[src/rtl/snake_pkg.sv]
// Shared types and constants for the snake game controller:
// state encoding, direction codes and the default length limits.
package snake_pkg;

   localparam int unsigned INIT_LEN_DEF = 4;
   localparam int unsigned MAX_LEN_DEF  = 2047;
   localparam int unsigned LEN_W        = 11;

   // [2]=vertical, [1]=+y when vertical, [0]=+x when horizontal
   localparam logic [2:0] DIR_NEG_X = 3'b000;
   localparam logic [2:0] DIR_POS_X = 3'b001;
   localparam logic [2:0] DIR_NEG_Y = 3'b100;
   localparam logic [2:0] DIR_POS_Y = 3'b110;
   localparam logic [2:0] DIR_RESET = DIR_NEG_Y;

   typedef enum logic [3:0] {
      S_IDLE,
      S_LD_HEAD,
      S_INIT_Q,
      S_DRAW_WAIT,
      S_DRAW,
      S_WAIT_TICK,
      S_UPD_HEAD,
      S_LD_PREV,
      S_RD_WAIT,
      S_LD_CURR,
      S_WR_Q,
      S_SWAP,
      S_DEAD
   } state_t;

   function automatic logic is_reversal(input logic [2:0] cur, input logic [2:0] req);
      logic both_vert;
      logic both_horz;
      both_vert = cur[2] & req[2];
      both_horz = ~cur[2] & ~req[2];
      return (both_vert & (cur[1] ^ req[1])) | (both_horz & (cur[0] ^ req[0]));
   endfunction

endpackage

[src/rtl/snake_control_if.sv]
// Signal bundle between the snake controller and its datapath/game logic.
interface snake_control_if;

   logic        go;
   logic        tick;
   logic [2:0]  dir_req;
   logic        grow;
   logic        is_dead;

   logic        ld_head;
   logic        ld_q_def;
   logic        inc_address;
   logic        rst_address;
   logic        draw_q;
   logic        update_head;
   logic        ld_head_into_prev;
   logic        ld_q_into_curr;
   logic        ld_prev_into_q;
   logic        ld_curr_into_prev;
   logic        draw_curr;
   logic [1:0]  cnt_status;
   logic [2:0]  dir;
   logic        busy;
   logic        frame_done;
   logic [10:0] len;

   modport slave (
      input  go, tick, dir_req, grow, is_dead,
      output ld_head, ld_q_def, inc_address, rst_address, draw_q, update_head,
             ld_head_into_prev, ld_q_into_curr, ld_prev_into_q, ld_curr_into_prev,
             draw_curr, cnt_status, dir, busy, frame_done, len
   );

   modport master (
      output go, tick, dir_req, grow, is_dead,
      input  ld_head, ld_q_def, inc_address, rst_address, draw_q, update_head,
             ld_head_into_prev, ld_q_into_curr, ld_prev_into_q, ld_curr_into_prev,
             draw_curr, cnt_status, dir, busy, frame_done, len
   );

endinterface

[src/rtl/snake_dir_guard.sv]
// Direction filter: passes the requested direction unless it would turn the
// snake straight back onto itself, in which case the current one is kept.
module snake_dir_guard
   import snake_pkg::*;
(
   input  logic [2:0] cur_dir_i,
   input  logic [2:0] req_dir_i,
   output logic [2:0] next_dir_o
);

   always_comb begin
      next_dir_o = is_reversal(cur_dir_i, req_dir_i) ? cur_dir_i : req_dir_i;
   end

endmodule

[src/rtl/snake_control.sv]
// Snake game controller: sequences head load, body init, per-frame redraw and
// the per-move body shift loop; all datapath strobes decode from state.
module snake_control
   import snake_pkg::*;
#(
   parameter int unsigned INIT_LEN = INIT_LEN_DEF,
   parameter int unsigned MAX_LEN  = MAX_LEN_DEF
)(
   input logic             clk,
   input logic             rst,
   snake_control_if.slave  bus
);

   localparam logic [LEN_W-1:0] INIT_L = LEN_W'(INIT_LEN);
   localparam logic [LEN_W-1:0] MAX_L  = LEN_W'(MAX_LEN);

   state_t           state_q, state_d;
   logic [LEN_W-1:0] idx_q, idx_d;
   logic [LEN_W-1:0] len_q, len_d;
   logic [2:0]       dir_q, dir_d;
   logic [1:0]       cnt_q, cnt_d;
   logic             pend_q, pend_d;
   logic             g_q, g_d;

   logic [2:0]       dir_guarded;

   logic ld_head_c, ld_q_def_c, inc_c, rst_addr_c, draw_q_c, update_head_c;
   logic ld_head_into_prev_c, ld_q_into_curr_c, ld_prev_into_q_c, ld_curr_into_prev_c;
   logic frame_done_c, pend_clr_c;

   snake_dir_guard u_dir_guard (
      .cur_dir_i  (dir_q),
      .req_dir_i  (bus.dir_req),
      .next_dir_o (dir_guarded)
   );

   always_comb begin
      state_d             = state_q;
      len_d               = len_q;
      dir_d               = dir_q;
      cnt_d               = cnt_q;
      g_d                 = g_q;
      idx_d               = idx_q;
      pend_d              = pend_q;
      ld_head_c           = 1'b0;
      ld_q_def_c          = 1'b0;
      inc_c               = 1'b0;
      rst_addr_c          = 1'b0;
      draw_q_c            = 1'b0;
      update_head_c       = 1'b0;
      ld_head_into_prev_c = 1'b0;
      ld_q_into_curr_c    = 1'b0;
      ld_prev_into_q_c    = 1'b0;
      ld_curr_into_prev_c = 1'b0;
      frame_done_c        = 1'b0;
      pend_clr_c          = 1'b0;

      case (state_q)
         S_IDLE: begin
            if (bus.go) state_d = S_LD_HEAD;
         end
         S_LD_HEAD: begin
            ld_head_c  = 1'b1;
            rst_addr_c = 1'b1;
            len_d      = INIT_L;
            dir_d      = DIR_RESET;
            state_d    = S_INIT_Q;
         end
         S_INIT_Q: begin
            ld_q_def_c = 1'b1;
            inc_c      = 1'b1;
            if (idx_q == INIT_L - LEN_W'(1)) begin
               rst_addr_c = 1'b1;
               state_d    = S_DRAW_WAIT;
            end
         end
         S_DRAW_WAIT: begin
            state_d = S_DRAW;
         end
         S_DRAW: begin
            draw_q_c = 1'b1;
            cnt_d    = cnt_q + 2'd1;
            if (cnt_q == 2'd3) begin
               inc_c = 1'b1;
               if (idx_q == len_q - LEN_W'(1)) begin
                  frame_done_c = 1'b1;
                  rst_addr_c   = 1'b1;
                  state_d      = S_WAIT_TICK;
               end else begin
                  state_d = S_DRAW_WAIT;
               end
            end
         end
         S_WAIT_TICK: begin
            if (bus.is_dead) begin
               state_d = S_DEAD;
            end else if (bus.tick) begin
               dir_d   = dir_guarded;
               state_d = S_UPD_HEAD;
            end
         end
         S_UPD_HEAD: begin
            update_head_c = 1'b1;
            state_d       = S_LD_PREV;
         end
         S_LD_PREV: begin
            ld_head_into_prev_c = 1'b1;
            rst_addr_c          = 1'b1;
            // growth decision is frozen here so the loop bound is stable
            g_d                 = pend_q && (len_q < MAX_L);
            state_d             = S_RD_WAIT;
         end
         S_RD_WAIT: begin
            state_d = S_LD_CURR;
         end
         S_LD_CURR: begin
            ld_q_into_curr_c = 1'b1;
            state_d          = S_WR_Q;
         end
         S_WR_Q: begin
            ld_prev_into_q_c = 1'b1;
            state_d          = S_SWAP;
         end
         S_SWAP: begin
            ld_curr_into_prev_c = 1'b1;
            inc_c               = 1'b1;
            if (idx_q == len_q + LEN_W'(g_q) - LEN_W'(1)) begin
               len_d      = len_q + LEN_W'(g_q);
               pend_clr_c = 1'b1;
               rst_addr_c = 1'b1;
               state_d    = S_DRAW_WAIT;
            end else begin
               state_d = S_RD_WAIT;
            end
         end
         S_DEAD: begin
            if (bus.go) state_d = S_LD_HEAD;
         end
         default: begin
            state_d = S_IDLE;
         end
      endcase

      if (rst_addr_c)     idx_d = '0;
      else if (inc_c)     idx_d = idx_q + LEN_W'(1);

      if (pend_clr_c)     pend_d = 1'b0;
      if (bus.grow && (len_q < MAX_L)) pend_d = 1'b1;
   end

   always_ff @(posedge clk) begin
      if (rst) begin
         state_q <= S_IDLE;
         idx_q   <= '0;
         len_q   <= INIT_L;
         dir_q   <= DIR_RESET;
         cnt_q   <= '0;
         pend_q  <= 1'b0;
         g_q     <= 1'b0;
      end else begin
         state_q <= state_d;
         idx_q   <= idx_d;
         len_q   <= len_d;
         dir_q   <= dir_d;
         cnt_q   <= cnt_d;
         pend_q  <= pend_d;
         g_q     <= g_d;
      end
   end

   assign bus.ld_head           = ld_head_c;
   assign bus.ld_q_def          = ld_q_def_c;
   assign bus.inc_address       = inc_c;
   assign bus.rst_address       = rst_addr_c;
   assign bus.draw_q            = draw_q_c;
   assign bus.update_head       = update_head_c;
   assign bus.ld_head_into_prev = ld_head_into_prev_c;
   assign bus.ld_q_into_curr    = ld_q_into_curr_c;
   assign bus.ld_prev_into_q    = ld_prev_into_q_c;
   assign bus.ld_curr_into_prev = ld_curr_into_prev_c;
   // no state in the sequence drives the current-segment draw strobe
   assign bus.draw_curr         = 1'b0;
   assign bus.frame_done        = frame_done_c;
   assign bus.cnt_status        = cnt_q;
   assign bus.dir               = dir_q;
   assign bus.len               = len_q;
   assign bus.busy              = !((state_q == S_IDLE) || (state_q == S_WAIT_TICK) ||
                                    (state_q == S_DEAD));

endmodule

[src/flat_wrapper.sv]
// flat-port wrapper written by rule: the top's interface ports become plain ports
module snake_control_flat import snake_pkg::*;
#(
   parameter int unsigned INIT_LEN = INIT_LEN_DEF,
   parameter int unsigned MAX_LEN  = MAX_LEN_DEF
)
  (clk, rst, bus_go, bus_tick, bus_dir_req, bus_grow, bus_is_dead, bus_ld_head, bus_ld_q_def, bus_inc_address, bus_rst_address, bus_draw_q, bus_update_head, bus_ld_head_into_prev, bus_ld_q_into_curr, bus_ld_prev_into_q, bus_ld_curr_into_prev, bus_draw_curr, bus_cnt_status, bus_dir, bus_busy, bus_frame_done, bus_len);
  snake_control_if bus_i ();
  input logic clk;
  input logic rst;
  input wire logic [$bits(bus_i.go)-1:0] bus_go;
  input wire logic [$bits(bus_i.tick)-1:0] bus_tick;
  input wire logic [$bits(bus_i.dir_req)-1:0] bus_dir_req;
  input wire logic [$bits(bus_i.grow)-1:0] bus_grow;
  input wire logic [$bits(bus_i.is_dead)-1:0] bus_is_dead;
  output wire logic [$bits(bus_i.ld_head)-1:0] bus_ld_head;
  output wire logic [$bits(bus_i.ld_q_def)-1:0] bus_ld_q_def;
  output wire logic [$bits(bus_i.inc_address)-1:0] bus_inc_address;
  output wire logic [$bits(bus_i.rst_address)-1:0] bus_rst_address;
  output wire logic [$bits(bus_i.draw_q)-1:0] bus_draw_q;
  output wire logic [$bits(bus_i.update_head)-1:0] bus_update_head;
  output wire logic [$bits(bus_i.ld_head_into_prev)-1:0] bus_ld_head_into_prev;
  output wire logic [$bits(bus_i.ld_q_into_curr)-1:0] bus_ld_q_into_curr;
  output wire logic [$bits(bus_i.ld_prev_into_q)-1:0] bus_ld_prev_into_q;
  output wire logic [$bits(bus_i.ld_curr_into_prev)-1:0] bus_ld_curr_into_prev;
  output wire logic [$bits(bus_i.draw_curr)-1:0] bus_draw_curr;
  output wire logic [$bits(bus_i.cnt_status)-1:0] bus_cnt_status;
  output wire logic [$bits(bus_i.dir)-1:0] bus_dir;
  output wire logic [$bits(bus_i.busy)-1:0] bus_busy;
  output wire logic [$bits(bus_i.frame_done)-1:0] bus_frame_done;
  output wire logic [$bits(bus_i.len)-1:0] bus_len;
  assign bus_i.go = bus_go;
  assign bus_i.tick = bus_tick;
  assign bus_i.dir_req = bus_dir_req;
  assign bus_i.grow = bus_grow;
  assign bus_i.is_dead = bus_is_dead;
  assign bus_ld_head = bus_i.ld_head;
  assign bus_ld_q_def = bus_i.ld_q_def;
  assign bus_inc_address = bus_i.inc_address;
  assign bus_rst_address = bus_i.rst_address;
  assign bus_draw_q = bus_i.draw_q;
  assign bus_update_head = bus_i.update_head;
  assign bus_ld_head_into_prev = bus_i.ld_head_into_prev;
  assign bus_ld_q_into_curr = bus_i.ld_q_into_curr;
  assign bus_ld_prev_into_q = bus_i.ld_prev_into_q;
  assign bus_ld_curr_into_prev = bus_i.ld_curr_into_prev;
  assign bus_draw_curr = bus_i.draw_curr;
  assign bus_cnt_status = bus_i.cnt_status;
  assign bus_dir = bus_i.dir;
  assign bus_busy = bus_i.busy;
  assign bus_frame_done = bus_i.frame_done;
  assign bus_len = bus_i.len;
  snake_control #(.INIT_LEN(INIT_LEN), .MAX_LEN(MAX_LEN)) u_core (.clk(clk), .rst(rst), .bus(bus_i));
endmodule
[config.mk]
export PLATFORM = sky130hd
export DESIGN_NAME = snake_control_flat
export DESIGN_NICKNAME = d
export VERILOG_FILES = /design/src/rtl/snake_pkg.sv /design/src/rtl/snake_control_if.sv /design/src/rtl/snake_dir_guard.sv /design/src/rtl/snake_control.sv /design/src/flat_wrapper.sv
export SDC_FILE = /design/constraint.sdc
export NUM_CORES = 1
export LEC_CHECK = 0
export BUFFER_PORTS_ARGS = -buffer_cell sky130_fd_sc_hd__buf_2
export CAP_MARGIN = 20
export CORE_AREA = 2 2 105 107
export CTS_BUF_LIST = sky130_fd_sc_hd__clkbuf_4 sky130_fd_sc_hd__clkbuf_8
export DETAILED_ROUTE_END_ITERATION = 12
export DIE_AREA = 0 0 107 109
export GPL_TIMING_DRIVEN = 1
export HOLD_SLACK_MARGIN = 0.15
export PLACE_DENSITY = 0.46
export SYNTH_ARGS = -nofsm -noshare
export SYNTH_HDL_FRONTEND = slang
export SYNTH_HIERARCHICAL = 1
export SYNTH_SLANG_ARGS = --single-unit
[constraint.sdc]
create_clock -name clk -period 3.9 [get_ports clk]
set_input_delay 0.585 -clock clk [delete_from_list [all_inputs] [get_ports clk]]
set_output_delay 0.585 -clock clk [all_outputs]
set_load 0.01 [all_outputs]
After elaboration in Yosys (flattened, before gate mapping)
Index checks and enable logic that the tools add are counted.
{ "totals": {"reg_bits": 33, "latch_bits": 0, "ram_bits": 0, "romBits": 0, "input_bits": 9, "output_inout_bits": 29, "wordCells": 95, "memories": 0} }
{ "classes": {"n_addsub": 5, "mul": 0, "n_div": 0, "magnitude_cmp": 1, "eq_ne": 24, "shifts": 0, "mux": 33, "bitwise": 9, "n_reduce_logical": 16} }
{ "ops": {"columns": ["operator", "n"], "rows": [
  ["4-bit one-hot mux with 12 select lines", 1],
  ["4-bit two-way mux", 6],
  ["11-bit equality test", 2],
  ["11-bit one-hot mux with 2 select lines", 1],
  ["11-bit by 1-bit subtractor with 11-bit output, second input constant", 2],
  ["4-bit equality test, second input constant", 5],
  ["1-bit two-way mux", 17],
  ["4-bit by 3-bit equality test with 1-bit output, second input constant", 4],
  ["3-bit two-way mux", 4],
  ["11-bit by 1-bit adder with 11-bit output", 1],
  ["11-bit by 1-bit adder with 11-bit output, second input constant", 1],
  ["11-bit by 2-bit equality test with 1-bit output, second input constant", 1],
  ["11-bit less-than comparator, second input constant", 1],
  ["11-bit two-way mux", 1],
  ["4-bit by 2-bit equality test with 1-bit output, second input constant", 2],
  ["2-bit by 1-bit inequality test with 1-bit output, second input constant", 4],
  ["4-bit AND reduction", 2],
  ["2-bit OR reduction", 4],
  ["2-bit inequality test, second input constant", 3],
  ["3-bit one-hot mux with 2 select lines", 1],
  ["2-bit nonzero test", 3],
  ["1-bit bitwise AND", 4],
  ["4-bit by 1-bit equality test with 1-bit output, second input constant", 1],
  ["4-bit zero test", 1],
  ["other kinds (12)", 16]
]} }

Logic depth before layout (Yosys ltp)
Gate-level depths: netlist of the first run.
{ "depth": {"word_depth": 8, "mapped_depth": 13} }

By module
The synthesis of the first run kept the hierarchy.
{ "modules_own_cells": {"columns": ["mod", "instances", "cells_each", "area_per_inst_um2", "seq_area_each_um2"], "rows": [
  ["snake_control", 1, 392, 2986.6, 660.6],
  ["snake_dir_guard", 1, 16, 106.4, 0.0]
]} }

Worst setup path after synthesis of the first run
Ideal clock, no wire load.
{ "synth_path": {"path_type": "register to register", "from": "reg u_core.len_q[0] (netlist: u_core/bus.len[0])", "to": "reg u_core.len_q[0] (netlist: u_core/bus.len[0])", "setup_time_ns": 0.060, "t_arrival_ns": 3.524, "t_required_ns": 3.840, "setup_slack_ns": 0.316, "path_stages_with_launch": 14, "n_path_buf": 1, "period_less_slack_ns": 3.584, "cell_sequence": "dfxtp_1 ha_1 ha_1 inv_1 ha_1 and3_1 a31oi_1 xnor2_1 o21bai_1 or4_4 or4_4 buf_6 a2111oi_2 a41o_1"} }
{ "synth_between": {"elab_chain_cells": 5, "elab_cells_between_ends": 7} }
{ "synth_lines": {"columns": ["item", "line", "rtl"], "rows": [
  ["start, declared", "snake_control.sv:19", "logic [LEN_W-1:0] len_q, len_d;"],
  ["start signal, assigned", "snake_control.sv:163", "len_q <= len_d;"],
  ["11-bit by 1-bit adder with 11-bit output *", "snake_control.sv:127, snake_control.sv:128", null],
  ["11-bit by 1-bit subtractor with 11-bit output", "snake_control.sv:127", "if (idx_q == len_q + LEN_W'(g_q) - LEN_W'(1)) begin"],
  ["11-bit equality test", "snake_control.sv:127", null],
  ["2-bit by 1-bit inequality test with 1-bit output (no source line)", null, null],
  ["2-bit AND reduction (no source line)", null, null]
]} }
Mark *: on every way between the ends. The rest lies on a longest branch, timed or not. The select of a mux whose other input is x is not followed.
A chain may end at the register's enable or synchronous reset.

Worst setup path after layout of the first run
{ "layout_path": {"from": "reg u_core.len_q[0] (netlist: u_core/bus.len[0])", "to": "out bus_rst_address"} }
{ "layout_between": {"elab_chain_cells": 5, "elab_cells_between_ends": 9} }
{ "layout_lines": {"columns": ["item", "line", "rtl"], "rows": [
  ["11-bit by 1-bit adder with 11-bit output or 11-bit by 1-bit subtractor with 11-bit output (tied branches)", "snake_control.sv:127, snake_control.sv:85", null],
  ["11-bit by 1-bit subtractor with 11-bit output or 11-bit equality test (tied branches)", "snake_control.sv:127, snake_control.sv:85", null],
  ["11-bit equality test or 1-bit two-way mux (tied branches)", "snake_control.sv:127, snake_control.sv:85", null],
  ["1-bit two-way mux, on equally long branches", "snake_control.sv:127, snake_control.sv:83", null],
  ["1-bit one-hot mux with 4 select lines *", "snake_control.sv:58", "case (state_q)"],
  ["end, declared", "flat_wrapper.sv:19", "output wire logic [$bits(bus_i.rst_address)-1:0] bus_rst_address;"]
]} }
Mark *: on every way between the ends. The rest lies on a longest branch, timed or not.

==> run metrics, run 1 <==
outcome=finished clean; maximum VDD drop=99.5 µV; Finished Layout Cells=581; Max FO, Critical Path=6; area of the core=10600 µm²; Leak Pwr=1.48 nW; Post-synth top flop=dfxtp_1; Setup TNS=0 ns; CTS max path bufs=2; CP required=3.31 ns; number of diodes=0; starting density of the core=29.2%; Max Clock Skew=0.00915 ns; Cell Area, Placed=3440 µm²; CTS root buffer=clkbuf_8; combinational share of power=17.6%; RSZ-0062 raised after global routing=false; Final period util=96.3%; sequential share of the synthesized area=21.4%; Slew headroom=54.0%; # hold bufs at CTS=0; sequential power share=47.7%; Post-Synthesis Cells=408; Least-Margin Pin Slew=0.673 ns; layout cells sized above 1=22.2%; All-Layer GR Usage=17.1%; asr flop ratio synth=0%; DRT Pass-1 Iters=4; pwr dens=215 nW/µm²; Worst Hold Launch=u_core/g_q$_SDFFE_PP0P_; Clock Latency Late Sink=0.29 ns; dpl cells=572; Num Clock Sinks=33; CTS buffer count=5; Slew Limit Fails=0; Setup-failing EPs final=0; P_int=0.000531 W; Vias/cell=5.48; critical path class=register to primary output; CP startpoint kind=register; area delta synth->final=16.8%; Post-synth EDFFs=0; width of the die=107 µm; final hold slack=0.467 ns; DR iter-0 viols=198; first-pass GRT wire length=15700 µm; final wirelength=9570 µm; crit path from=u_core/bus.len[0]$_SDFFE_PP0P_; Final Hold Vio Count=0; Fmax=266 MHz; Wirelength per Cell=16.5 µm; maxcap violations=0; H-tree levels=2; number of routed nets with antenna violations=0; Final min period=3.76 ns; Net Sw Frac=31.6%; Die Height=109 µm; fin area=3610 µm²; die area=11700 µm²; Syn Area/Cell=7.58 µm²; synthesis warning total=6; Clock power frac=34.7%; library cells used by synthesis=76; Synth Net Count=423; IO Port Bufs=36; NumNets Final=455; routability cong.=0.892; # DRC=0; mapped cell area=3090 µm²; initial antenna violation count=0; RR Startpoint=u_core/bus.len[0]$_SDFFE_PP0P_; largest net degree at the start of global routing=20; HPWL after detailed placement=7260 µm; Vias=3183; number of global-route vias before repair=2979; Core Rows=38; Ports=38; CTS clk-pin slew, worst paths=0.07 ns; Crit path arrival time=3.17 ns; TritonCTS clock tree=done; switching power=0.000246 W; register bit total from synthesis=33; crit end category=primary output; Final Power=0.000777 W; Worst Hold Class=register to register; GRT overflow=0
==> worst max-delay path, stage by stage, from the launching register on <==
cell       delay (ns)
dfxtp_1          0.32
buf_4            0.16
inv_1            0.06
ha_1             0.22
or4b_2           0.68
or3_1            0.38
a21oi_1          0.19
o2111ai_2        0.18
a2111oi_4        0.30
nor3_1           0.14
nand3_1          0.12
buf_2            0.14
==> cell type report <==
type                            instances  area (µm²)
Tap cell                              140         175
Timing Repair Buffer                   59         353
Clock inverter                          2        10.0
Clock buffer                            6        76.3
Inverter                               18        67.6
Multi-Input combinational cell        323        2270
Sequential cell                        33         662
Fill cell                            1160        6990
==> stage by stage <==
step / util (%) / setup slack [ns]
2_1_floorplan: - / 0.316
3_3_place_gp: 32.5 / 0.288
3_5_place_dp: 32.5 / 0.192
4_1_cts: 33.6 / 0.00631
5_1_grt: 34.1 / 0.0103
6_report: 34.1 / 0.144
==> layer usage <==
metal,wire length (µm),track usage [%]
met1,4660,24.1
met5,0,0
met4,269,6.96
met2,4270,25.9
met3,364,2.75
==> cell families (layout without fill, tap and decap cells) <==
| kind of cell | Yosys count | after routing | synth area share [%] |
|---|---|---|---|
| buffers and inverters | 52 | 85 | 7.69 |
| xor gates and xnor gates | 40 | 40 | 12.0 |
| and+or+nand+nor | 172 | 172 | 30.7 |
| muxes | 6 | 6 | 2.02 |
| AOI/OAI and AO/OA | 98 | 98 | 23.6 |
| DFF | 33 | 33 | 21.4 |
| adders and majority gates | 6 | 6 | 2.43 |
| other | 1 | 1 | 0.121 |
==> registers in the layout, summed over array words and instances (netlist names) <==
register               flops
u_core/pend_q              1
u_core/bus.dir             3
u_core/idx_q              11
u_core/bus.cnt_status      2
u_core/state_q             4
u_core/g_q                 1
u_core/bus.len            11
==> worst paths after layout <==
| path | to | slack [ns] | depth (start not counted) |
|---|---|---|---|
| setup / recovery | bus_rst_address | 0.14 | 11 |
| hold / removal | u_core/g_q$_SDFFE_PP0P_ | 0.47 | 2 |
| setup reg to reg | u_core/idx_q[2]$_SDFFE_PP0P_ | 0.21 | 13 |
| hold reg to reg | u_core/g_q$_SDFFE_PP0P_ | 0.47 | 2 |
==> cell usage after synthesis (5+ instances only) <==
library cell  number  area (µm²)
buf_2              7        35.0
nor4_1             5        31.3
nand2b_1           9        56.3
nor3_1            14        70.1
o2111ai_1          5        43.8
ha_1               6        75.1
a211oi_1           6        45.0
nand3_1           26         130
nor2_1            37         139
o21ai_0           14        70.1
nand2_1           31         116
a21o_1             9        67.6
inv_1             17        63.8
nand4_1           10        62.6
dfxtp_1           33         661
and4_1             5        43.8
clkbuf_1          18        67.6
buf_4              5        37.5
xnor2_1           20         175
a21oi_1           18        90.1
xor2_1            18         158
==> power by group through the flow <==
stage               Combinational, W  Clock, W  Sequential (W)
floorplan                   0.000115         0        0.000357
global placement            0.000136         0        0.000379
detailed placement          0.000137         0        0.000379
CTS                         0.000138  0.000280        0.000371
global route                0.000155  0.000296        0.000374
finish                      0.000137  0.000270        0.000371
==> cell usage in the layout (no fill, tap or decap), drive strengths merged, types with 4 or more instances in the layout <==
cell type | Yosys | layout
a211oi | 6 | 6
xor2 | 18 | 18
nand4 | 10 | 10
nor2 | 37 | 37
clkbuf | 18 | 6
inv | 17 | 17
nand2b | 9 | 9
a2111oi | 4 | 4
nand2 | 31 | 31
and2 | 4 | 4
nor4 | 8 | 8
nand3 | 26 | 26
buf | 16 | 59
xnor2 | 21 | 21
ha | 6 | 6
or3 | 4 | 4
o2111ai | 5 | 5
a21oi | 18 | 18
dfxtp | 33 | 33
a31o | 4 | 4
a21o | 9 | 9
nor3 | 14 | 14
o21ai | 15 | 15
and4 | 6 | 6
mux2i | 4 | 4
==> what timing repair did <==
| item | CTS | global route |
|---|---|---|
| buffers inserted | 0 | 1 |
| gates resized for setup | 4 | 9 |
| pin swaps | 0 | 3 |
| endpoints found under the setup margin | 1 | 1 |
Power figures use the tool's default switching activity.
==> inputs of run 2 (changes only) <==
--- a/config.mk
+++ b/config.mk
@@ -5,12 +5,13 @@
 export SDC_FILE = /design/constraint.sdc
 export NUM_CORES = 1
 export LEC_CHECK = 0
+export ABC_AREA = 1
 export BUFFER_PORTS_ARGS = -buffer_cell sky130_fd_sc_hd__buf_2
 export CAP_MARGIN = 20
-export CORE_AREA = 2 2 105 107
+export CORE_AREA = 2 2 103 105
 export CTS_BUF_LIST = sky130_fd_sc_hd__clkbuf_4 sky130_fd_sc_hd__clkbuf_8
 export DETAILED_ROUTE_END_ITERATION = 12
-export DIE_AREA = 0 0 107 109
+export DIE_AREA = 0 0 105 107
 export GPL_TIMING_DRIVEN = 1
 export HOLD_SLACK_MARGIN = 0.15
 export PLACE_DENSITY = 0.46
==> run metrics, run 2 <==
All-Layer GR Usage=16.0%; register bit total from synthesis=33; commonest cells in the netlist=148 x nand2_1, 80 x nor2_1, 70 x inv_1; Core Rows=37; CP startpoint kind=register; # hold bufs at CTS=0; Resize count post-CTS=0; DR iter-0 viols=135; Wirelength per Cell=12.7 µm; Syn Area/Cell=5.86 µm²; reg-to-reg critical path endpoint=u_core/idx_q[10]$_SDFFE_PP0P_; crit end category=primary output; library cells used by synthesis=37; Final Hold Vio Count=0; asr flop ratio synth=0%; pwr dens=584 nW/µm²; critical path class=register to primary output; RSZ-0062 raised after global routing=false; Clock power frac=16.6%; routability cong.=0.899; hold path depth=2; top cells by area, synth=dfxtp_1 22%, nand2_1 19%, nor2_1 10%; TritonCTS clock tree=done; Worst Hold Class=register to register; Compound-Gate Fraction of Synth Area=7.34%; post-synthesis simple-gate area fraction=47.2%; GRT overflow=0; Ports=38; area leader, netlist=dfxtp_1; CTS max path bufs=2; HPWL after detailed placement=6780 µm; sequential share of the synthesized area=22.1%; Die Height=107 µm; switching power=0.000985 W; Post-Synth XOR/XNOR Area=7.97%; Setup-failing EPs final=0; multiplexer share of the synthesized area=0%; Final min period=3.52 ns; CP required=3.31 ns; dpl cells=669; Net Sw Frac=50.2%; CTS clk-pin slew, worst paths=0.08 ns; synthesis warning total=6; Max FO, Critical Path=7; Final period util=90.3%; Vias/cell=4.53; area delta synth->final=12.5%; Finished Layout Cells=676; Max Clock Skew=0.00541 ns; # DRC=0; final hold slack=0.463 ns; commonest non-fill, non-tap cell in the layout=nand2_1; maxcap violations=0; largest family of logic cells by synthesized area=simple AND/OR/NAND/NOR gates; CTS buffer count=5; Post-synth EDFFs=0; P_int=0.000976 W; post-CTS setup buffers=0; NumNets Final=555; r2r setup slk=0.84 ns; Num Clock Sinks=33; area of the core=10100 µm²; mapped cell area=2980 µm²; Post-Synthesis Cells=509; first-pass GRT wire length=14200 µm; IO Port Bufs=36; sequential power share=27.0%; Leak Pwr=1.68 nW; Setup TNS=0 ns; maximum VDD drop=232 µV; H-tree levels=2; Adder-Cell Fraction of Synth Area=2.52%; Slew Limit Fails=0; number of diodes=0; Clock Latency Late Sink=0.29 ns; outcome=finished clean; most frequent cell after synthesis=nand2_1; Post-synth top flop=dfxtp_1; Crit path arrival time=2.94 ns; final wirelength=8550 µm; reg2reg path depth=17; initial antenna violation count=0; RR Startpoint=u_core/bus.len[0]$_SDFFE_PP0P_; die area=11200 µm²; combinational share of power=56.4%; number of global-route vias before repair=2820; Yosys top cell area share=22.1%; width of the die=105 µm; CTS root buffer=clkbuf_8; Slew headroom=56.0%; Worst Hold Launch=u_core/pend_q$_SDFFE_PP0P_; number of routed nets with antenna violations=0; layout cells sized above 1=15.6%; hold endpoint=u_core/pend_q$_SDFFE_PP0P_; Synth Net Count=524; commonest non-fill, non-tap cells in the layout=148 x nand2_1, 80 x nor2_1, 70 x inv_1, 36 x buf_2, 36 x nand3_1; Least-Margin Pin Slew=0.659 ns; DRT Pass-1 Iters=5; starting density of the core=29.6%; largest net degree at the start of global routing=22; Fmax=284 MHz; Vias=3061
## run 2: cell count changes after synthesis, sizes merged, moves of 16 or more
cell / before / now
clkbuf: 18 / 2
inv: 17 / 76
nor2: 37 / 90
nand2: 31 / 161
xnor2: 21 / 3
nand3: 26 / 42
## run 2: layout make-up
cell class	count	area, µm²
clock buffers	5	68.8
flip-flops and latches	33	661
fillers	1195	6740
clock inverters	2	35.0
repair buffers	37	188
well taps	136	170
multi-input cells	386	1940
inverters	77	289
## run 2: how the worst max path moves through the flow
stage	from	to	slack, ns	cells after the start
after CTS	u_core/bus.len[0]$_SDFFE_PP0P_	bus_rst_address	0.34	17
after global routing	u_core/bus.len[0]$_SDFFE_PP0P_	bus_rst_address	0.03	19
after floorplan	u_core/bus.len[0]$_SDFFE_PP0P_	bus_rst_address	1.04	17
after detailed placement	u_core/bus.len[0]$_SDFFE_PP0P_	bus_rst_address	0.68	17
after global placement	u_core/bus.len[0]$_SDFFE_PP0P_	bus_rst_address	0.77	15
final	u_core/bus.len[0]$_SDFFE_PP0P_	bus_rst_address	0.38	17
## run 2: per-stage QoR
step                power [W]  utilization [%]  worst slack [ns]  area (µm²)
floorplan             0.00139                -              1.04        2980
global placement      0.00163             32.2             0.774        3250
detailed placement    0.00164             32.2             0.676        3250
CTS                   0.00197             33.3             0.342        3360
global route          0.00217             33.3            0.0274        3360
finish                0.00196             33.3             0.378        3360
## run 2: worst max-delay path: stages, from the launching register on
cell,delay [ns]
dfxtp_1,0.43
ha_1,0.35
ha_1,0.32
inv_1,0.07
ha_1,0.20
nor2_1,0.07
o21ai_0,0.17
nand2_1,0.06
nor2_1,0.09
nand2_1,0.06
nor2_1,0.10
nand2_1,0.06
nor2_1,0.10
nand2_1,0.09
nor2_4,0.11
nand3_4,0.12
nand2_1,0.10
buf_2,0.13
## run 2: logic make-up (layout without fill, tap and decap cells)
group	Yosys count	count (layout)
fa+ha+maj	6	6
compound gates	41	41
buf+inv	90	121
simple gates	314	314
xor+xnor	24	24
flops	33	33
other cells	1	1
## run 2: power by group through the flow
stage / Sequential [W] / Combinational, W / Clock (W)
6_report: 0.000529 / 0.00111 / 0.000325
3_5_place_dp: 0.000536 / 0.00110 / 0
2_1_floorplan: 0.000492 / 0.000901 / 0
5_1_grt: 0.000546 / 0.00127 / 0.000352
4_1_cts: 0.000529 / 0.00111 / 0.000336
3_3_place_gp: 0.000535 / 0.00110 / 0
## run 2: routing by layer
| metal | track usage, % | vias up | wire length [µm] |
|---|---|---|---|
| li1 | - | 1638 | - |
| met1 | 22.0 | 1357 | 4330 |
| met2 | 26.4 | 64 | 3830 |
| met3 | 2.92 | 2 | 346 |
| met4 | 3.14 | 0 | 46 |
| met5 | 0 | - | 0 |
